===== src/rtl/uart_rx_fifo_if.sv =====
// Bundle of the receiver's serial input, FIFO read side, error flags and
// FSM debug state. The slave modport is the receiver, the master is its user.
//
// Read handshake: the FIFO head is always visible on data_out while empty=0.
// rd_en high on a clock edge with empty=0 pops the head. rd_en with empty=1
// is ignored. There is no back-pressure on the serial side. A byte arriving
// while full is dropped and flagged unless the same edge also pops.
interface uart_rx_fifo_if #(
  parameter int FIFO_DEPTH = 16
) ();
  localparam int LW = $clog2(FIFO_DEPTH) + 1;

  logic          uart_rxd;
  logic          rd_en;
  logic          clr_err;
  logic [7:0]    data_out;
  logic          empty;
  logic          full;
  logic [LW-1:0] fill_level;
  logic          frame_error;
  logic          parity_error;
  logic          overrun;
  logic [2:0]    state;

  modport master (
    output uart_rxd, rd_en, clr_err,
    input  data_out, empty, full, fill_level,
    input  frame_error, parity_error, overrun, state
  );

  modport slave (
    input  uart_rxd, rd_en, clr_err,
    output data_out, empty, full, fill_level,
    output frame_error, parity_error, overrun, state
  );
endinterface


===== src/rtl/uart_rx_fifo.sv =====
// UART receiver with 16x oversampling, majority-vote bit sampling,
// configurable parity and stop bits, feeding a first-word fall-through FIFO
// with sticky frame, parity and overrun flags.
module uart_rx_fifo #(
  parameter int CLK_FREQ    = 3686400,
  parameter int BAUD_RATE   = 115200,
  parameter int DATA_BITS   = 8,
  parameter int PARITY_MODE = 0,
  parameter int STOP_BITS   = 1,
  parameter int FIFO_DEPTH  = 16
) (
  input  logic          clk,
  input  logic          rst,
  uart_rx_fifo_if.slave bus
);
  localparam int DIV = CLK_FREQ / (16 * BAUD_RATE);
  localparam int DW  = (DIV > 1) ? $clog2(DIV) : 1;
  localparam int AW  = $clog2(FIFO_DEPTH);

  typedef enum logic [2:0] {IDLE, START, DATA, PARITY, STOP} state_t;

  logic [DW-1:0] div_cnt;
  logic          tick;
  logic [1:0]    sync;
  logic          rxd_s;

  state_t        state;
  logic [3:0]    tick_cnt;
  logic [2:0]    bit_cnt;
  logic          stop_cnt;
  logic [1:0]    samp;
  logic [7:0]    shreg;
  logic          maj;
  logic          par_exp;
  logic          wr_req;
  logic [7:0]    wr_data;
  logic          frame_evt;
  logic          parity_evt;

  logic [7:0]    mem [FIFO_DEPTH];
  logic [AW-1:0] wr_ptr;
  logic [AW-1:0] rd_ptr;
  logic [AW-1:0] rd_next;
  logic [AW:0]   count;
  logic [7:0]    data_out;
  logic [7:0]    head_next;
  logic          is_full;
  logic          do_rd;
  logic          do_wr;
  logic          ovr_evt;
  logic          frame_error;
  logic          parity_error;
  logic          overrun;

  // Oversampling enable: one-cycle pulse every DIV clocks.
  always_ff @(posedge clk) begin
    if (rst) begin
      div_cnt <= '0;
      tick    <= 1'b0;
    end else if (div_cnt == DW'(DIV - 1)) begin
      div_cnt <= '0;
      tick    <= 1'b1;
    end else begin
      div_cnt <= div_cnt + 1'b1;
      tick    <= 1'b0;
    end
  end

  // Two-flop synchroniser; loads idle (1) during reset.
  always_ff @(posedge clk) begin
    if (rst) sync <= 2'b11;
    else     sync <= {sync[0], bus.uart_rxd};
  end
  assign rxd_s = sync[1];

  // Majority of ticks 7, 8 and the live value at tick 9.
  assign maj = (samp[0] & samp[1]) | (samp[0] & rxd_s) | (samp[1] & rxd_s);

  // Expected parity bit; bits above DATA_BITS are zero in shreg.
  always_comb begin
    par_exp = 1'b0;
    case (PARITY_MODE)
      1:       par_exp = ^shreg;
      2:       par_exp = ~^shreg;
      3:       par_exp = 1'b1;
      default: par_exp = 1'b0;
    endcase
  end

  // Receive FSM: advances only on ticks, emits one-cycle write/error pulses.
  always_ff @(posedge clk) begin
    if (rst) begin
      state      <= IDLE;
      tick_cnt   <= '0;
      bit_cnt    <= '0;
      stop_cnt   <= 1'b0;
      samp       <= '0;
      shreg      <= '0;
      wr_req     <= 1'b0;
      wr_data    <= '0;
      frame_evt  <= 1'b0;
      parity_evt <= 1'b0;
    end else begin
      wr_req     <= 1'b0;
      frame_evt  <= 1'b0;
      parity_evt <= 1'b0;
      if (tick) begin
        tick_cnt <= tick_cnt + 1'b1;
        if (tick_cnt == 4'd7) samp[0] <= rxd_s;
        if (tick_cnt == 4'd8) samp[1] <= rxd_s;
        case (state)
          IDLE: begin
            tick_cnt <= '0;
            if (!rxd_s) begin
              state    <= START;
              shreg    <= '0;
              bit_cnt  <= '0;
              stop_cnt <= 1'b0;
            end
          end
          START: begin
            if (tick_cnt == 4'd9 && maj) state <= IDLE;
            else if (tick_cnt == 4'd15)  state <= DATA;
          end
          DATA: begin
            if (tick_cnt == 4'd9) shreg[bit_cnt] <= maj;
            if (tick_cnt == 4'd15) begin
              if (bit_cnt == 3'(DATA_BITS - 1))
                state <= (PARITY_MODE != 0) ? PARITY : STOP;
              else
                bit_cnt <= bit_cnt + 1'b1;
            end
          end
          PARITY: begin
            if (tick_cnt == 4'd9 && maj != par_exp) parity_evt <= 1'b1;
            if (tick_cnt == 4'd15) state <= STOP;
          end
          STOP: begin
            if (tick_cnt == 4'd9) begin
              if (!maj) begin
                frame_evt <= 1'b1;
                state     <= IDLE;
              end else if (stop_cnt == 1'(STOP_BITS - 1)) begin
                wr_req  <= 1'b1;
                wr_data <= shreg;
                state   <= IDLE;
              end
            end else if (tick_cnt == 4'd15) begin
              stop_cnt <= 1'b1;
            end
          end
          default: state <= IDLE;
        endcase
      end
    end
  end

  assign is_full = (count == (AW + 1)'(FIFO_DEPTH));
  assign do_rd   = bus.rd_en && (count != '0);
  assign do_wr   = wr_req && (!is_full || do_rd);
  assign ovr_evt = wr_req && is_full && !bus.rd_en;
  assign rd_next = do_rd ? rd_ptr + 1'b1 : rd_ptr;

  // Head after this edge: bypass the incoming byte when it lands in an empty FIFO.
  always_comb begin
    head_next = mem[rd_next];
    if (do_wr && ((count == '0) || (count == (AW + 1)'(1) && do_rd)))
      head_next = wr_data;
  end

  // FIFO storage.
  always_ff @(posedge clk) begin
    if (do_wr) mem[wr_ptr] <= wr_data;
  end

  // FIFO pointers, level and registered head.
  always_ff @(posedge clk) begin
    if (rst) begin
      wr_ptr   <= '0;
      rd_ptr   <= '0;
      count    <= '0;
      data_out <= '0;
    end else begin
      if (do_wr) wr_ptr <= wr_ptr + 1'b1;
      rd_ptr   <= rd_next;
      data_out <= head_next;
      case ({do_wr, do_rd})
        2'b10:   count <= count + 1'b1;
        2'b01:   count <= count - 1'b1;
        default: count <= count;
      endcase
    end
  end

  // Sticky error flags; a same-cycle event overrides a clear.
  always_ff @(posedge clk) begin
    if (rst) begin
      frame_error  <= 1'b0;
      parity_error <= 1'b0;
      overrun      <= 1'b0;
    end else begin
      frame_error  <= frame_evt  | (frame_error  & ~bus.clr_err);
      parity_error <= parity_evt | (parity_error & ~bus.clr_err);
      overrun      <= ovr_evt    | (overrun      & ~bus.clr_err);
    end
  end

  assign bus.data_out     = data_out;
  assign bus.empty        = (count == '0);
  assign bus.full         = is_full;
  assign bus.fill_level   = count;
  assign bus.frame_error  = frame_error;
  assign bus.parity_error = parity_error;
  assign bus.overrun      = overrun;
  assign bus.state        = state;
endmodule


===== src/flat_wrapper.sv =====
// flat-port wrapper written by rule: the top's interface ports become plain ports
module uart_rx_fifo_flat 
#(
  parameter int CLK_FREQ    = 3686400,
  parameter int BAUD_RATE   = 115200,
  parameter int DATA_BITS   = 8,
  parameter int PARITY_MODE = 0,
  parameter int STOP_BITS   = 1,
  parameter int FIFO_DEPTH  = 16
)
  (clk, rst, bus_uart_rxd, bus_rd_en, bus_clr_err, bus_data_out, bus_empty, bus_full, bus_fill_level, bus_frame_error, bus_parity_error, bus_overrun, bus_state);
  uart_rx_fifo_if #(.FIFO_DEPTH(FIFO_DEPTH)) bus_i ();
  input  logic clk;
  input  logic rst;
  input wire logic [$bits(bus_i.uart_rxd)-1:0] bus_uart_rxd;
  input wire logic [$bits(bus_i.rd_en)-1:0] bus_rd_en;
  input wire logic [$bits(bus_i.clr_err)-1:0] bus_clr_err;
  output wire logic [$bits(bus_i.data_out)-1:0] bus_data_out;
  output wire logic [$bits(bus_i.empty)-1:0] bus_empty;
  output wire logic [$bits(bus_i.full)-1:0] bus_full;
  output wire logic [$bits(bus_i.fill_level)-1:0] bus_fill_level;
  output wire logic [$bits(bus_i.frame_error)-1:0] bus_frame_error;
  output wire logic [$bits(bus_i.parity_error)-1:0] bus_parity_error;
  output wire logic [$bits(bus_i.overrun)-1:0] bus_overrun;
  output wire logic [$bits(bus_i.state)-1:0] bus_state;
  assign bus_i.uart_rxd = bus_uart_rxd;
  assign bus_i.rd_en = bus_rd_en;
  assign bus_i.clr_err = bus_clr_err;
  assign bus_data_out = bus_i.data_out;
  assign bus_empty = bus_i.empty;
  assign bus_full = bus_i.full;
  assign bus_fill_level = bus_i.fill_level;
  assign bus_frame_error = bus_i.frame_error;
  assign bus_parity_error = bus_i.parity_error;
  assign bus_overrun = bus_i.overrun;
  assign bus_state = bus_i.state;
  uart_rx_fifo #(.CLK_FREQ(CLK_FREQ), .BAUD_RATE(BAUD_RATE), .DATA_BITS(DATA_BITS), .PARITY_MODE(PARITY_MODE), .STOP_BITS(STOP_BITS), .FIFO_DEPTH(FIFO_DEPTH)) u_core (.clk(clk), .rst(rst), .bus(bus_i));
endmodule

===== config.mk =====
export PLATFORM = sky130hd
export DESIGN_NAME = uart_rx_fifo_flat
export DESIGN_NICKNAME = d
export VERILOG_FILES = /design/src/rtl/uart_rx_fifo_if.sv /design/src/rtl/uart_rx_fifo.sv /design/src/flat_wrapper.sv
export SDC_FILE = /design/constraint.sdc
export NUM_CORES = 1
export LEC_CHECK = 0
export ABC_AREA = 1
export BUFFER_PORTS_ARGS = -buffer_cell sky130_fd_sc_hd__buf_4
export CAP_MARGIN = 20
export CORE_MARGIN = 3
export CORE_UTILIZATION = 55
export DETAILED_ROUTE_END_ITERATION = 10
export PLACE_DENSITY = 0.69
export SETUP_SLACK_MARGIN = 0.3
export SYNTH_ARGS = -nofsm -noshare
export SYNTH_HDL_FRONTEND = slang
export SYNTH_SLANG_ARGS = --single-unit

===== constraint.sdc =====
create_clock -name clk -period 2.8 [get_ports clk]
set_clock_uncertainty 0.05 [all_clocks]
set_input_delay 0.28 -clock clk [delete_from_list [all_inputs] [get_ports clk]]
set_output_delay 0.28 -clock clk [all_outputs]
set_load 0.03 [all_outputs]

# Yosys cells after proc, flatten, opt, wreduce, memory -nomap -nowiden
# Memories as Yosys holds them, arrays and structs flattened.
# Index checks and enable logic that the tools add are counted.
# totals
register_bits	60
out_inout_bits	21
elab_cells	136
in_bits	5
latchBits	0
n_memories	1
ram_bits	128
mem_bits_ro	0
# mem_list
name	words	width	rd	rd_clocked_by_memory_dff	write_ports	line	text
u_core.mem	16	8	1	0	1	uart_rx_fifo.sv:40	logic [7:0] mem [FIFO_DEPTH];
# op_classes
n_bitwise	18
n_lt_le_gt_ge	2
div	0
n_addsub	7
shifts	0
mux	34
mul	0
n_eq_ne	24
n_reduce_logical	29
# op_table
op	n
2-to-1 mux 3 bit	12
2-to-1 mux 8 bit	3
case mux 8 bit (2 select lines)	1
case mux 3 bit (5 select lines)	1
AND reduction 5 bit	3
adder 4 x 1 -> 4 bit, second input constant	3
== test 4 bit, second input constant	3
inequality test 2 x 1 -> 1 bit, second input constant	6
2-to-1 mux 1 bit	10
case mux 5 bit (2 select lines)	1
bitwise mux 8 bit	1
logical AND 1 bit	8
2-to-1 mux 4 bit	2
AND reduction 8 bit	1
NOT 1 bit	7
bitwise AND 1 bit	6
== test 3 x 2 -> 1 bit, second input constant	2
== test 3 bit, second input constant	2
inequality test 2 bit, second input constant	3
case mux 3 bit (2 select lines)	1
nonzero test 2 bit	3
adder 5 x 1 -> 5 bit, second input constant	1
== test 5 x 1 -> 1 bit, second input constant	1
== test 5 bit, second input constant	1
25 further kinds	32

# Logic depth before layout (Yosys ltp)
# Gate-level depths: netlist of the first run.
# logic_depth
ltp_word	7
depth_mapped	16
mapped_depth_nobuf	14

# Least setup slack after synthesis of the first run
# Ideal clock, no wire load.
# synth_path
kind	flip-flop to flip-flop
start	reg u_core.count[0] (netlist: u_core.bus.fill_level[0])
end	mem u_core.mem[3][0] (enable)
path_buffers	0
path_slack_ns	0.456
setup_ns	0.370
stages_incl_launch_ff	10
synth_period_minus_slack_ns	2.344
t_arrival_ns	1.924
t_required_ns	2.380
cell_sequence	dfxtp_1 > inv_1 > ha_1 > inv_1 > nor3_2 > nand2_1 > nand2_2 > inv_2 > nand2_1 > nor2_1
# synth_between
elab_chain_cells	6
elab_cells_between_ends	8
classes_between	1 x eq/ne; 2 x mux; 5 x reduce/logical
# synth_lines
element	line	text
start: declaration	uart_rx_fifo.sv:44	logic [AW:0] count;
start signal: assignment	uart_rx_fifo.sv:188	2'b10: count <= count + 1'b1;
start signal: assignment	uart_rx_fifo.sv:189	2'b01: count <= count - 1'b1;
start signal: assignment	uart_rx_fifo.sv:190	default: count <= count;
== test 5 bit	uart_rx_fifo.sv:158	assign is_full = (count == (AW + 1)'(FIFO_DEPTH));
via bus_full	flat_wrapper.sv:20	output wire logic [$bits(bus_i.full)-1:0] bus_full;
zero test 1 bit	uart_rx_fifo.sv:160	assign do_wr = wr_req && (!is_full || do_rd);
logical OR 1 bit	uart_rx_fifo.sv:160	
logical AND 1 bit	uart_rx_fifo.sv:160	
2-to-1 mux 1 bit	uart_rx_fifo.sv:173	if (do_wr) mem[wr_ptr] <= wr_data;
2-to-1 mux 1 bit (not written as such)	uart_rx_fifo.sv:173	
end: declaration	uart_rx_fifo.sv:40	
# The timed path passes the listed nets, and every way through them passes these cells.

# Worst setup path in the final report of the first run
# layout_path
start	reg u_core.count[1] (netlist: u_core.bus.fill_level[1])
end	mem u_core.mem[11][3] (enable)
# layout_between
elab_chain_cells	6
elab_cells_between_ends	8
classes_between	1 x eq/ne; 2 x mux; 5 x reduce/logical
# layout_lines
element	line
== test 5 bit / nonzero test 5 bit (equally long branches)	uart_rx_fifo.sv:158, uart_rx_fifo.sv:159
zero test 1 bit / logical AND 1 bit (equally long branches)	uart_rx_fifo.sv:160, uart_rx_fifo.sv:159
logical OR 1 bit (*)	uart_rx_fifo.sv:160
logical AND 1 bit (*)	uart_rx_fifo.sv:160
2-to-1 mux 1 bit (*)	uart_rx_fifo.sv:173
2-to-1 mux 1 bit (not written as such) (*)	uart_rx_fifo.sv:173
# Mark *: on every way between the ends. The rest lies on a longest branch, timed or not.

==> impl_results.md, run 1 <==
* Max incr delay on CP at 530 ps
* Pin count of the biggest net entering global routing at 65
* IO buf count at 25
* Final WS setup at approximately 440 ps
* Max rail drop VDD at between 0.7 and 0.8 mV
* Hold EP: u_core.bus.overrun
* Final WL at 18800 µm
* RR Endpoint: u_core.mem[11][3]
* Clk sinks at 188
* DP Cell Count at 1079
* Worst Path Arrival at 2380 ps
* Mapped Area at approximately 0.0084 mm²
* Core Util, Final at between 60% and 70%
* Overflow after GRT at 0
* Final period utilization at between 80% and 90%
* Crit-path slowest cell: nor2_1
* Worst hold path depth at 4
* Worst Hold Margin at 128 ps
* Crit-path leading delay family: simple AND/OR/NAND/NOR gates
* Row count at 44
* Fin. max-slew vios at 0
* Hold Fails Final Rpt at 0
* Wire per inst at 16.9 µm
* Worst slew pin tran at just under 900 ps
* Number of antenna diodes at 0
* Post-CTS Setup Bufs at 0
* Core area at 0.0148 mm²
* NumNets Final at a little over 900
* CTS tree: yes
* Synth async-reset ratio at 0%
* Area after DPL at slightly below 0.009 mm²
* Vias in the first global route at between 5000 and 6000
* Buf/Inv on CP at 2
* Final std cells w/o fill at between 1000 and 1500
* Unrepaired setup endpoints after global routing: yes
* Final ANT Viol Nets at 0
* Initial Util at around 57%
* Cell variety after synth at 39
* Count leader, synth: nand2_1
* Die X at between 100 and 150 µm
* Vias at ~6200
* DR vias/cell at approximately 5.6
* # IOs at 26
* Setup_tns at 0 ps
* Max Cap Viol at 0
* CP startpoint kind: flop
* Outcome: complete, no violations
* Sequential area share after synthesis at approximately three fifths
* Antenna violations before repair at 0
* Gpl congestion at approximately 0.95
* Maximum clock rate at 424 MHz
* Crit end category: flop
* Residual DRC at 0
* Crit-path max FO at 8
* Global-route wire length before repair at 29500 µm
* Commonest cells post-synth: nand2_1 (173), nand3_1 (155), edfxtp_1 (128)
* Fill count at approximately 1200
* Main synth FF type: edfxtp_1
* Worst hold path class: in2reg
* R2R setup slack at about 440 ps
* Chip Height at 130 µm
* Clk Latency, worst-skew pair at 440 ps
* Relative slew slack at 41.0%
* Avg Inst Size Synth at roughly 9.5 µm²
* Final min period at ~2400 ps
* Post-Place Setup Slack at about 350 ps
* Yosys synthesis warning count at 0
* Reg clk slew, reported paths at approximately 70 ps
* Critical path class: reg2reg
* CTS max path bufs at 2
* Post-route cell area at ~0.0095 mm²
* Share of cells above drive strength 1 at a little over a tenth
* H-tree Lvls at 4
* CTS Buf Count at 17
* Die Area at roughly 0.017 mm²
* Cells after synthesis at 889
* Setup Viol. Count Final at 0
* Power Total at about 9.7 mW
* Crit-path cells: inv_1 > ha_1 > nand3_2 > nand2_4 > nand2_1 > nand2_2 > inv_2 > nand2_1 > nor2_1
* Flops & latches, synth at approximately 190
* Hold path startpoint: bus_clr_err
* Register-to-Register Path Depth at 9
* Most used cell, CP: nand2_1
* Static leakage at around 3.9 nW
* Data required, critical path at 2820 ps
* DP Wirelength at around 12000 µm
* Syn nets at 908
* Top cell type's share of synthesized area at approximately 46%
* CTS root buf: clkbuf_16
* Iteration-0 DRC Markers at 650
* Worst r2r src: u_core.bus.fill_level[1]
* Gr usage total at a little under a quarter
* Largest area contributor in the netlist: edfxtp_1
* Pwr Density at a little over 1000 mW/mm²
* P&R area growth vs syn at 12.1%
* Post-synth EDFFs at ~130
* First-pass detailed-route iteration total at 5
* Top cells by area, synth: edfxtp_1 (46%), dfxtp_1 (14%), nand3_1 (9.2%), nand2_1 (7.7%), inv_1 (5.6%)
[how the worst max path moves through the flow]
stage	cells after the start	slack, ps	endpoint	start
finish	9	440	u_core.mem[11][3]	u_core.bus.fill_level[1]
global placement	14	510	u_core.bus.data_out[1]	u_core.bus.fill_level[0]
global route	9	240	u_core.mem[11][3]	u_core.bus.fill_level[1]
detailed placement	9	350	u_core.mem[6][5]	u_core.bus.fill_level[0]
CTS	9	320	u_core.mem[6][0]	u_core.bus.fill_level[0]
floorplan	9	460	u_core.mem[3][0]	u_core.bus.fill_level[0]
[placed cells by master (no fill, tap or decap), types with 2 or more instances in the layout]
cell / n
ha_1: 14
o211a_1: 2
buf_12: 2
nand2_1: 172
inv_2: 5
xnor2_1: 2
nor2_2: 4
nor3_1: 14
nand4_1: 12
o31ai_1: 2
nor2_1: 52
nand3_1: 155
nand3_2: 2
a211oi_1: 5
inv_6: 3
bufinv_16: 4
or2_2: 3
clkbuf_16: 18
clkbuf_1: 2
a31oi_1: 2
inv_1: 126
nand3b_1: 8
nand2_2: 3
buf_8: 2
o21a_1: 2
o21ai_0: 28
a21oi_1: 36
clkinv_4: 3
dfxtp_1: 59
edfxtp_1: 128
clkinv_1: 3
buf_4: 40
[layer usage]
metal,up-vias,track usage (%),routed length (µm)
li1,3015,-,-
met1,2908,30.4,8230
met2,233,36.8,8870
met3,37,4.42,1200
met4,0,9.84,490
met5,-,0,0
[logic make-up after synthesis]
logic type	Yosys count	share of synthesized area, %
compound gates	83	5.83
xor+xnor	3	0.401
fa+ha+maj	14	2.08
buf+inv	172	9.03
flops	188	59.8
simple gates	429	22.9
[worst register-to-register path: stages (launching register included)]
cell and delay [ps]:
dfxtp_1 400, inv_1 120, ha_1 220, nand3_2 120, nand2_4 90, nand2_1 110
nand2_2 80, inv_2 110, nand2_1 170, nor2_1 530
[flip-flops by register name (all words and copies together) (netlist names)]
register	cells
u_core.bus.overrun	1
u_core.mem	128
u_core.tick	1
u_core.bit_cnt	3
u_core.sync	2
u_core.bus.frame_error	1
u_core.wr_data	8
u_core.rd_ptr	4
u_core.bus.data_out	8
u_core.bus.state	3
u_core.frame_evt	1
u_core.parity_evt	1
u_core.wr_req	1
u_core.bus.parity_error	1
u_core.div_cnt	1
u_core.tick_cnt	4
u_core.shreg	8
u_core.wr_ptr	4
u_core.stop_cnt	1
u_core.samp	2
u_core.bus.fill_level	5
[final cells by class]
| cell class | instances | area (µm²) | share of cell area (%) |
|---|---|---|---|
| Clock buffer | 19 | 433 | 4.58 |
| Clock inverter | 13 | 189 | 2.00 |
| Inverter | 133 | 499 | 5.28 |
| Multi-Input combinational cell | 529 | 2640 | 27.9 |
| Sequential cell | 188 | 5050 | 53.4 |
| Tap cell | 184 | 230 | 2.44 |
| Timing Repair Buffer | 47 | 417 | 4.41 |
[what timing repair did]
action                     in CTS  in global routing
hold buffers                    1                  0
resized for setup               0                  9
hold endpoints to repair        1                  0
setup endpoints to repair       0                 47
[power breakdown]
group	switching [mW]	internal (mW)	total, mW
Sequential	0.0915	3.03	3.12
Combinational	2.73	1.26	3.99
Clock	1.04	1.50	2.54
(Power assumes the default switching activity.)
==> run 2, diff against run 1 <==
--- a/config.mk
+++ b/config.mk
@@ -11,7 +11,7 @@
 export CORE_MARGIN = 3
 export CORE_UTILIZATION = 55
 export DETAILED_ROUTE_END_ITERATION = 10
-export PLACE_DENSITY = 0.69
+export PLACE_DENSITY = 0.72
 export SETUP_SLACK_MARGIN = 0.3
 export SYNTH_ARGS = -nofsm -noshare
 export SYNTH_HDL_FRONTEND = slang
==> constraint.sdc (replaced) <==
create_clock -name clk -period 1.9 [get_ports clk]
set_clock_uncertainty 0.05 [all_clocks]
set_input_delay 0.19 -clock clk [delete_from_list [all_inputs] [get_ports clk]]
set_output_delay 0.19 -clock clk [all_outputs]
set_load 0.03 [all_outputs]
==> impl_results.md, run 2 (synthesis gave the netlist of run 1 again) <==
* First-pass detailed-route iteration total at 7
* Power Total at between 15 and 20 mW
* Clk sinks at between 150 and 200
* # IOs at 26
* Chip Height at around 130 µm
* Relative slew slack at 56.4%
* Final ANT Viol Nets at 0
* Final WS setup at -149 ps
* Max Cap Viol at 0
* Register-to-Register Path Depth at 16
* Worst Path Arrival at around 2300 ps
* Worst r2r src: u_core.bus.fill_level[1]
* Hold path startpoint: bus_clr_err
* Worst slew pin tran at ~650 ps
* Crit-path max FO at 8
* Die X at 130 µm
* Initial Util at a little under three fifths
* Critical path class: reg2reg
* Unrepaired setup endpoints after global routing: yes
* H-tree Lvls at 4
* CP Launch Point: u_core.bus.fill_level[1]
* Post-Place Setup Slack at -131 ps
* Gr usage total at ~29%
* Final period utilization at 108%
* CTS tree: yes
* Hold Fails Final Rpt at 0
* Biggest register: u_core.mem
* NumNets Final at 998
* Pin count of the biggest net entering global routing at 36
* Die Area at 0.0169 mm²
* P&R area growth vs syn at 33.2%
* Max FFs per register at ~130
* Worst Setup EP: u_core.bus.data_out[7]
* Gpl congestion at ~0.96
* Row count at 44
* Final WL at 24100 µm
* Residual DRC at 0
* Maximum clock rate at approximately 490 MHz
* IO buf count at 25
* CTS Buf Count at 17
* Share of cells above drive strength 1 at around a third
* Worst hold path class: in2reg
* Wire per inst at between 20 and 25 µm
* Static leakage at about 4.6 nW
* Reg clk slew, reported paths at ~70 ps
* Most common library cell in the layout ignoring fill and taps: nand2_1
* Most frequent cells in the layout: nand2_1 (138), edfxtp_1 (128), inv_1 (116)
* Antenna violations before repair at 0
* Number of antenna diodes at 0
* Failing checks: setup timing
* Core area at roughly 0.015 mm²
* DP Wirelength at 13600 µm
* Fin. max-slew vios at 0
* Pwr Density at around 1800 mW/mm²
* Vias in the first global route at 6665
* RR Endpoint: u_core.bus.data_out[7]
* Iteration-0 DRC Markers at about 860
* Outcome: complete, but fails checks
* Crit end category: flop
* R2R setup slack at -150 ps
* Max rail drop VDD at about 1.1 mV
* CTS max path bufs at 2
* Data required, critical path at about 2200 ps
* Fill count at 889
* Overflow after GRT at 0
* Clk Latency, worst-skew pair at 440 ps
* Worst Hold Margin at 42.2 ps
* DR vias/cell at 5.90
* Final min period at about 2000 ps
* Setup Viol. Count Final at 25
* CP startpoint kind: flop
* CTS root buf: clkbuf_16
* Global-route wire length before repair at roughly 36000 µm
* Vias at 6944
-- run 2: changes by cell type in the layout (fill, tap and decap cells not counted), moves of 14 or more --
cell	change
nor2_4	+20
buf_4	+24
nand2_2	+18
nand3_1	-70
buf_12	+15
nor2_1	-19
buf_6	+18
nand3_2	+57
nand2_1	-34
o21ai_0	-14
-- run 2: per-layer routing --
metal / vias up / routed length (µm) / global-route usage [%]
met2: 416 / 11600 / 45.9
met1: 3250 / 8940 / 37.4
li1: 3167 / - / -
met5: - / 0 / 0
met3: 111 / 2300 / 5.69
met4: 0 / 1250 / 14.4
-- run 2: repair_timing --
item / CTS / global route
buffers inserted: 26 / 5
hold buffers: 1 / 0
endpoints found under the setup margin: 156 / 172
gates cloned: 8 / 0
endpoints found under the hold margin: 1 / 0
pin swaps: 33 / 30
resized for setup: 131 / 87
-- run 2: worst min-delay path by stage --
| stage | endpoint | cells past startpoint | slack, ps |
|---|---|---|---|
| final | u_core.bus.frame_error | 4 | 40 |
| after global routing | u_core.bus.frame_error | 4 | 50 |
| after CTS | u_core.bus.frame_error | 4 | 30 |
| after detailed placement | u_core.sync[0] | 2 | 330 |
| after global placement | u_core.sync[0] | 2 | 330 |
| after floorplan | u_core.sync[0] | 1 | 240 |
-- run 2: area by class of cell --
cell class,count,area (µm²),share of cell area [%]
Sequential cell,188,5070,45.1
Multi-Input combinational cell,529,3530,31.4
Timing Repair Buffer,110,1280,11.4
Inverter,133,528,4.70
Clock buffer,19,433,3.85
Tap cell,184,230,2.05
Clock inverter,13,166,1.48
-- run 2: critical path, cell delays in order (launching register included) --
cell and delay (ps):
dfxtp_4 360, inv_4 40, ha_4 160, nand3_4 120, nand2_8 90, nand2_8 100, nand2_8 100, buf_12 140
buf_16 130, nand2_1 70, nand2_1 60, nand2_1 70, nand3_2 140, nand3_2 130, nand3_2 80, nand2_2 80
inv_2 30
-- run 2: per-stage QoR --
step / cell area [µm²] / util (%) / setup TNS [ps] / std cells
2_1_floorplan: 8670 / - / 0 / 889
3_3_place_gp: 9230 / 62.6 / -225 / 1104
3_5_place_dp: 9230 / 62.6 / -678 / 1104
4_1_cts: 10900 / 73.7 / -321 / 1171
5_1_grt: 11200 / 76.2 / -10830 / 1176
6_report: 11200 / 76.2 / -1080 / 1176
-- run 2: power breakdown --
| group | total, mW | internal, mW | switching [mW] | leakage, nW |
|---|---|---|---|---|
| Clock | 3.65 | 2.08 | 1.57 | 0.284 |
| Sequential | 4.68 | 4.50 | 0.183 | 1.68 |
| Combinational | 11.5 | 5.05 | 6.44 | 2.65 |
| Total | 19.8 | 11.6 | 8.19 | 4.62 |
